### config.mk
export PLATFORM = sky130hd
export DESIGN_NAME = weights_fetch_ctrl
export DESIGN_NICKNAME = d
export VERILOG_FILES = /design/src/rtl/cascade_pkg.sv /design/src/rtl/weights_fetch_ctrl.sv
export SDC_FILE = /design/constraint.sdc
export NUM_CORES = 1
export LEC_CHECK = 0
export BUFFER_PORTS_ARGS = -buffer_cell sky130_fd_sc_hd__buf_4
export CAP_MARGIN = 20
export CORE_MARGIN = 2
export CORE_UTILIZATION = 50
export CTS_CLUSTER_SIZE = 25
export DETAILED_ROUTE_END_ITERATION = 8
export PLACE_DENSITY = 0.69
export SKIP_CTS_REPAIR_TIMING = 1
export SLEW_MARGIN = 20
export SYNTH_ARGS = -nofsm -noshare
export SYNTH_HDL_FRONTEND = slang
export SYNTH_SLANG_ARGS = --single-unit
export TNS_END_PERCENT = 20
### constraint.sdc
create_clock -name clk -period 6.55 [get_ports clk]
set_clock_uncertainty 0.05 [all_clocks]
set_input_delay 0.655 -clock clk [delete_from_list [all_inputs] [get_ports clk]]
set_output_delay 0.655 -clock clk [all_outputs]
set_load 0.02 [all_outputs]
### src/rtl/cascade_pkg.sv
// Shared constants and types for the classifier-stage weight fetch path.
package cascade_pkg;

    localparam int W_ADDR_DEF         = 12;
    localparam int W_DATA_DEF         = 3;
    localparam int RECTS_PER_FEAT_DEF = 3;
    localparam int W_FEAT_DEF         = 12;

    typedef enum logic [2:0] {
        IDLE  = 3'd0,
        FETCH = 3'd1,
        WAIT  = 3'd2,
        HOLD  = 3'd3,
        DONE  = 3'd4
    } fetch_state_t;

    typedef logic [RECTS_PER_FEAT_DEF*W_DATA_DEF-1:0] weight_word_t;

endpackage

### src/rtl/weights_fetch_ctrl.sv
// Walks the weights ROM for one stage, packs RECTS_PER_FEAT rect weights per feature
// and offers each packed word downstream over valid/ready.
module weights_fetch_ctrl
    import cascade_pkg::*;
#(
    parameter int W_ADDR         = W_ADDR_DEF,
    parameter int W_DATA         = W_DATA_DEF,
    parameter int RECTS_PER_FEAT = RECTS_PER_FEAT_DEF,
    parameter int W_FEAT         = W_FEAT_DEF
) (
    input  logic                             clk,
    input  logic                             rst,
    input  logic                             start,
    input  logic [W_ADDR-1:0]                base_addr,
    input  logic [W_FEAT-1:0]                feat_count,
    input  logic                             abort,
    output logic                             rom_en,
    output logic [W_ADDR-1:0]                rom_addr,
    input  logic [W_DATA-1:0]                rom_data,
    output logic [RECTS_PER_FEAT*W_DATA-1:0] w_data,
    output logic                             w_valid,
    output logic                             w_last,
    input  logic                             w_ready,
    output logic                             busy,
    output logic                             done
);

    localparam int W_RECT = (RECTS_PER_FEAT > 1) ? $clog2(RECTS_PER_FEAT) : 1;
    localparam int W_WORD = RECTS_PER_FEAT * W_DATA;

    fetch_state_t       state_r, state_s;
    logic [W_FEAT-1:0]  feat_idx_r, feat_idx_s;
    logic [W_FEAT-1:0]  count_r, count_s;
    logic [W_RECT-1:0]  rect_idx_r, rect_idx_s;
    logic [W_ADDR-1:0]  base_r, base_s;
    logic [W_ADDR-1:0]  rom_addr_r, rom_addr_s;
    logic               rd_pend_r;
    logic [W_RECT-1:0]  rd_slot_r;
    logic               rom_en_r, w_valid_r, w_last_r, busy_r, done_r;
    logic [W_WORD-1:0]  w_data_r;
    logic               accept_s, last_s, last_next_s;

    // Address arithmetic wraps at W_ADDR bits, including the feature offset product.
    function automatic logic [W_ADDR-1:0] rect_addr(input logic [W_ADDR-1:0] base,
                                                    input logic [W_FEAT-1:0] feat,
                                                    input logic [W_RECT-1:0] rect);
        logic [W_ADDR-1:0] feat_a;
        feat_a = W_ADDR'(feat);
        return base + feat_a * W_ADDR'(RECTS_PER_FEAT) + W_ADDR'(rect);
    endfunction

    // Next-state, counter and address selection.
    always_comb begin
        state_s     = state_r;
        feat_idx_s  = feat_idx_r;
        rect_idx_s  = rect_idx_r;
        base_s      = base_r;
        count_s     = count_r;
        rom_addr_s  = rom_addr_r;
        accept_s    = w_valid_r && w_ready;
        last_s      = (feat_idx_r == count_r - W_FEAT'(1));
        if (abort && (state_r != IDLE)) begin
            state_s = IDLE;
        end else begin
            case (state_r)
                IDLE: begin
                    if (start) begin
                        if (feat_count != '0) begin
                            base_s     = base_addr;
                            count_s    = feat_count;
                            feat_idx_s = '0;
                            rect_idx_s = '0;
                            rom_addr_s = base_addr;
                            state_s    = FETCH;
                        end else begin
                            state_s = DONE;
                        end
                    end else begin
                        state_s = IDLE;
                    end
                end
                FETCH: begin
                    if (rect_idx_r == W_RECT'(RECTS_PER_FEAT - 1)) begin
                        state_s = WAIT;
                    end else begin
                        rect_idx_s = rect_idx_r + W_RECT'(1);
                        rom_addr_s = rect_addr(base_r, feat_idx_r, rect_idx_r + W_RECT'(1));
                    end
                end
                WAIT: begin
                    state_s = HOLD;
                end
                HOLD: begin
                    if (accept_s) begin
                        if (last_s) begin
                            state_s = DONE;
                        end else begin
                            feat_idx_s = feat_idx_r + W_FEAT'(1);
                            rect_idx_s = '0;
                            rom_addr_s = rect_addr(base_r, feat_idx_r + W_FEAT'(1), '0);
                            state_s    = FETCH;
                        end
                    end else begin
                        state_s = HOLD;
                    end
                end
                DONE: begin
                    state_s = IDLE;
                end
                default: begin
                    state_s = IDLE;
                end
            endcase
        end
        last_next_s = (feat_idx_s == count_s - W_FEAT'(1));
    end

    // State, counters and registered outputs, all derived from the next state.
    always_ff @(posedge clk or negedge rst) begin
        if (!rst) begin
            state_r    <= IDLE;
            feat_idx_r <= '0;
            count_r    <= '0;
            rect_idx_r <= '0;
            base_r     <= '0;
            rom_addr_r <= '0;
            rom_en_r   <= 1'b0;
            w_valid_r  <= 1'b0;
            w_last_r   <= 1'b0;
            busy_r     <= 1'b0;
            done_r     <= 1'b0;
            rd_pend_r  <= 1'b0;
            rd_slot_r  <= '0;
        end else begin
            state_r    <= state_s;
            feat_idx_r <= feat_idx_s;
            count_r    <= count_s;
            rect_idx_r <= rect_idx_s;
            base_r     <= base_s;
            rom_addr_r <= rom_addr_s;
            rom_en_r   <= (state_s == FETCH);
            w_valid_r  <= (state_s == HOLD);
            w_last_r   <= (state_s == HOLD) && last_next_s;
            busy_r     <= (state_s != IDLE);
            done_r     <= (state_s == DONE);
            // A read issued this cycle returns next cycle; drop it if we are cancelling.
            rd_pend_r  <= rom_en_r && (state_s != IDLE);
            rd_slot_r  <= rect_idx_r;
        end
    end

    // Capture returning ROM data into the slot of the rect that requested it.
    always_ff @(posedge clk or negedge rst) begin
        if (!rst) begin
            w_data_r <= '0;
        end else if (rd_pend_r) begin
            for (int r = 0; r < RECTS_PER_FEAT; r++) begin
                if (rd_slot_r == W_RECT'(r)) begin
                    w_data_r[r*W_DATA +: W_DATA] <= rom_data;
                end
            end
        end else begin
            w_data_r <= w_data_r;
        end
    end

    assign rom_en   = rom_en_r;
    assign rom_addr = rom_addr_r;
    assign w_data   = w_data_r;
    assign w_valid  = w_valid_r;
    assign w_last   = w_last_r;
    assign busy     = busy_r;
    assign done     = done_r;

endmodule
# Word-level counts from Yosys, hierarchy flattened
# Cells that the tools add are included.
totals:
  inputBits: 32
  output_inout_bits: 26
  regBits: 70
  word_cells: 86
classes:
  n_mux: 29
  n_reduce_logical: 15
  n_eq_ne: 16
  bitwise: 1
  mul: 2
  addsub: 7
ops:
  columns: ["cell", "n"]
  rows:
  - ["two-way mux 12 bit", 14]
  - ["one-hot mux 12 bit (3 select lines)", 1]
  - ["adder 12 bit", 2]
  - ["== test 12 bit", 2]
  - ["multiplier 12 x 2 -> 12 bit, second input constant", 2]
  - ["one-hot mux 12 bit (2 select lines)", 1]
  - ["subtractor 12 x 1 -> 12 bit, second input constant", 2]
  - ["two-way mux 3 bit", 6]
  - ["adder 12 x 1 -> 12 bit, second input constant", 1]
  - ["adder 12 x 2 -> 12 bit", 1]
  - ["one-hot mux 3 bit (4 select lines)", 1]
  - ["nonzero test 12 bit", 1]
  - ["two-way mux 2 bit", 5]
  - ["inequality test 2 bit, second input constant", 5]
  - ["== test 3 x 2 -> 1 bit, second input constant", 3]
  - ["nonzero test 3 bit", 3]
  - ["AND reduction 7 bit", 1]
  - ["== test 3 x 1 -> 1 bit, second input constant", 2]
  - ["one-hot mux 2 bit (3 select lines)", 1]
  - ["AND reduction 2 bit", 3]
  - ["== test 2 bit, second input constant", 2]
  - ["logical AND 1 bit", 4]
  - ["AND reduction 4 bit", 1]
  - ["== test 3 bit, second input constant", 1]
  - ["5 further kinds", 5]

# Longest topological paths before layout
logic_depth:
  word_depth: 8
  ltp_mapped: 17
  mapped_depth_nobuf: 16

# Least setup slack after synthesis
# OpenSTA, ideal clock, no wires.
synth_path:
  kind: "input port to flip-flop"
  start: "in feat_count[6]"
  end: "reg w_last_r (netlist: w_last)"
  t_arrival_ns: 3.963
  n_path_buf: 1
  slack_ns: 2.442
  setup_ns: 0.096
  cell_stages: 16
  path_cell_list: "nor4_1 and4_1 nor2_1 a21oi_1 ha_1 clkbuf_1 nand2b_1 nor3_1 nand3_1 a221o_1 or4_1 nand2_1 o41ai_1 a211oi_1 nand4_1 nor4_2"
synth_between:
  elab_chain_len: 8
synth_rtl:
  columns: ["item", "line_no", "text"]
  rows:
  - ["start: declaration", "weights_fetch_ctrl.sv:15", "input logic [W_FEAT-1:0] feat_count,"]
  - ["nonzero test 12 bit", "weights_fetch_ctrl.sv:68", "if (feat_count != '0) begin"]
  - ["two-way mux 12 bit", "weights_fetch_ctrl.sv:68", null]
  - ["two-way mux 12 bit", "weights_fetch_ctrl.sv:67", "if (start) begin"]
  - ["two-way mux 12 bit", "weights_fetch_ctrl.sv:65", "case (state_r)"]
  - ["two-way mux 12 bit", "weights_fetch_ctrl.sv:62", "if (abort && (state_r != IDLE)) begin"]
  - ["subtractor 12 x 1 -> 12 bit", "weights_fetch_ctrl.sv:115", "last_next_s = (feat_idx_s == count_s - W_FEAT'(1));"]
  - ["== test 12 bit", "weights_fetch_ctrl.sv:115", null]
  - ["logical AND 1 bit (*)", "weights_fetch_ctrl.sv:143", "w_last_r <= (state_s == HOLD) && last_next_s;"]
  - ["end signal: assignment", "weights_fetch_ctrl.sv:143", null]
  - ["end: declaration", "weights_fetch_ctrl.sv:39", "logic rom_en_r, w_valid_r, w_last_r, busy_r, done_r;"]
# Mark *: on every way between the ends. The rest lies on a longest branch, timed or not.
# A chain may end at the register's enable or synchronous reset.

# Worst setup path after layout
# Ends and elaborated chain as after synthesis.

==> flow_summary_export.csv <==
group,metric,value,unit
status,status,"completed",
yosys,synth_nets,740,
route,drc,0,
route,viasPerCell,6.06,
sta,slew_violations,0,
place,portBuffers,57,
setup_path,crit_path_max_incr_delay,610,ps
layout,seq_area,1750,um^2
sta,setup_viol,0,
clocking,path_clk_slew,70,ps
global_routing,grt_max_degree,71,
clocking,cts_tree,"done",
global_routing,track_usage,25.6,%
layout,fin_area,6710,um^2
setup_path,arrival,4790,ps
global_routing,grt_pass1_vias,4876,
yosys,synth_edf_count,0,
setup_path,cp_num_buf_inv,2,
floorplanning,core_area,11500,um^2
job,max-cap-violations,0,
floorplanning,fp.dieH,113,um
setup_path,crit_start,"feat_count[6]",
power_and_ir_drop,leakage,3.11,nW
yosys,synth_top_area_share,29.7,%
clocking,cts_made_buffers,9,
floorplanning,initial_utilization,51.5,%
sta,rsz0062_at_grt,"no",
place,place_area,6410,um^2
floorplanning,ios,58,
layout,drive_above_1_share,15.4,%
route,drt-initial-drc-count,459,
sta,fin_setup_tns,0,ps
layout,fillers,1018,
setup_path,cp.required,6760,ps
clocking,ctsHtreeMaxLevel,3,
route,vias,5037,
global_routing,busiest_layer,"met1",
sta,slew-limit-headroom,35.8,%
yosys,synth-seq-cells,70,
yosys,synth_cells,641,
sta,period_minus_slack,4580,ps
layout,area_delta_synth_final,13.6,%
sta,fin_hold_ws,357,ps
setup_path,crit_path_end_kind,"flop",
route,wl_per_cell,18.6,um
sta,hold_viol,0,
sta,worstMarginPinSlew,961,ps
global_routing,use_met1,38.4,%
setup_path,cp_cell_sequence,"buf_4 > nor4_1 > and4_1 > nor2_1 > buf_4 > a21oi_1 > ha_1 > nand2b_1 > nor3_1 > nand3_1 > a221o_1 > or4_1 > nand2_1 > o41ai_1 > a211oi_1 > nand4_1 > nor4_2",
clocking,clk_latency,350,ps
clocking,cts-root-buf,"clkbuf_16",
sta,fin_crit_sh,69.9,%
floorplanning,die_w,113,um
layout,n_antenna_cell,0,
sta,max_freq,218,MHz
worst_hold_path,hold_path.class,"flop to flop",
setup_path,start_kind,"input pin",
yosys,avgSynthCellArea,9.21,um^2
setup_path,reg2reg_from,"feat_idx_r[0]",
setup_path,crit_fanout,23,
clocking,cts_sinks,70,
clocking,clk_path_buf_depth,2,
floorplanning,std_cell_rows,39,
global_routing,grt_overflow,0,
global_routing,grt_util_met2,38.2,%
yosys,synthTopCellsByArea,"dfrtp_1 (30%), ha_1 (9.5%), fa_1 (7.5%), xnor2_1 (6.1%), nand2_1 (5.2%)",
global_routing,grtUsageMet3,3.24,%
setup_path,cp_slowest_cell,"nor4_1",
yosys,dominantRegCellSynth,"dfrtp_1",
power_and_ir_drop,powerDensity,414,nW/um^2
yosys,ys_seq_area_share,29.7,%
yosys,synth_area,5900,um^2
yosys,yosysTopAreaCell,"dfrtp_1",
layout,multi_input_area,3910,um^2
place,gp_congestion,0.946,
layout,nNetsFinal,782,
route,ant_nets,0,
setup_path,crit_family,"simple AND/OR/NAND/NOR gates",
yosys,synth_warnings,0,
setup_path,path_class,"input pin to flop",
setup_path,cpMostUsedCell,"buf_4",
place,dp.final_hpwl,11800,um
place,place_ws,1670,ps
global_routing,antenna_found_initial,0,
floorplanning,fp.dieArea,12700,um^2
layout,fin_util,58.5,%
sta,fin_ws,1970,ps
power_and_ir_drop,ir_drop,0.259,mV
worst_hold_path,worstHoldStart,"rect_idx_r[0]",
route,dr.pass1.iters,5,
route,wl,15400,um
yosys,synth_cell_types,73,
global_routing,grt_pass1_wl,25800,um
yosys,async_reset_ff_share,100,%
-- cell type report --
type	instances	share of cell area, %
multi-input combinational	514	58.4
sequential	70	26.1
timing repair buffer	62	6.94
clock buffer	9	3.36
tap	143	2.67
inverter	26	1.46
clock inverter	7	1.10
-- cells in the final DEF, fill, tap and decap left out, types with 3 or more instances in the layout --
master      n
clkbuf_16   9
nand4_1     4
nor2b_1     6
or3_1       8
a31oi_1     3
nand3_1    15
fa_1       22
a211oi_1   13
o21ai_0    28
nand3b_1    4
a221oi_1    3
and2_1      6
a21oi_1    24
dfrtp_1    70
mux2_2     11
a22o_1      3
inv_1      26
ha_1       45
o31ai_1    12
xnor2_1    41
a221o_1     3
a21o_1     11
nor4_1      6
xor2_1     19
nand2_1    82
buf_4      62
a211o_1     4
nor2_1     47
o21a_1      5
mux2i_1     6
o221ai_1    3
or4_1       5
a211oi_2    3
o41ai_1     6
nor3_1     11
o211ai_1    5
a22oi_1     4
nor3b_1     3
-- worst register-to-register path, delay by kind of cell (launching register included) --
family          cells  cell delay (ps)
xor+xnor            1              170
buf+inv             2               90
fa+ha+maj           4             1740
simple gates        1               50
compound gates      8             1740
flops               1              530
-- path summary, 6_finish.rpt --
kind,depth (start not counted),endpoint,slack (ps)
max reg2reg,16,rom_addr[11],2020
min,0,rd_slot_r[0],360
min in group asynchronous,1,rom_addr[5],390
max in group asynchronous,1,count_r[3],5460
max,17,w_last,1970
min reg2reg,0,rd_slot_r[0],360
-- logic make-up after synthesis --
logic type	count (synthesis)	share of synthesized area (%)
AO/OA/AOI/OAI	153	19.1
XOR/XNOR	60	8.90
adder cells (fa/ha/maj)	67	17.0
buffers and inverters	57	4.01
flip-flops	70	29.7
multiplexers	17	3.12
AND/OR/NAND/NOR	217	18.2
-- where the power goes --
part / internal [mW] / switching, mW / total (mW)
Sequential: 0.596 / 0.173 / 0.769
Clock: 0.296 / 0.209 / 0.505
Combinational: 0.629 / 0.875 / 1.50
-- through the flow --
step	std cells	power (mW)
floorplan	641	1.83
global placement	815	2.24
global route	831	3.00
detailed placement	815	2.26
CTS	831	2.78
finish	831	2.78
-- sequential cells by signal (all words and copies together) (netlist names) --
register,cells
base_r,12
count_r,12
feat_idx_r,12
rom_addr,12
w_data,9
state_r,3
rd_slot_r,2
rect_idx_r,2
busy,1
done,1
rd_pend_r,1
rom_en,1
w_last,1
w_valid,1
-- synthesized netlist by cell type, drive strengths merged (3+ instances only) --
library cell / n
o21a: 5
a31oi: 4
nand2: 82
a221o: 3
a22oi: 4
nor4: 8
nand3: 15
ha: 45
xnor2: 41
clkbuf: 22
xor2: 19
or3: 9
mux2i: 6
nand4: 5
or2: 3
buf: 9
o31ai: 14
nor2: 48
o41ai: 6
and2: 6
nor3b: 3
nor3: 11
o21ai: 28
or4: 5
mux2: 11
a21o: 11
dfrtp: 70
a22o: 4
a221oi: 3
o221ai: 3
a211o: 4
nand3b: 4
fa: 22
inv: 26
nor2b: 6
a211oi: 16
o211ai: 5
a21oi: 25
-- layer usage --
| layer | share of wire [%] | vias up | routed length [um] |
|---|---|---|---|
| met5 | 0 | - | 0 |
| met4 | 1.9 | 0 | 299 |
| met3 | 6.5 | 22 | 1000 |
| met2 | 45 | 173 | 6900 |
| met1 | 47 | 2451 | 7220 |
| li1 | - | 2391 | - |
(Power assumes the default switching activity.)
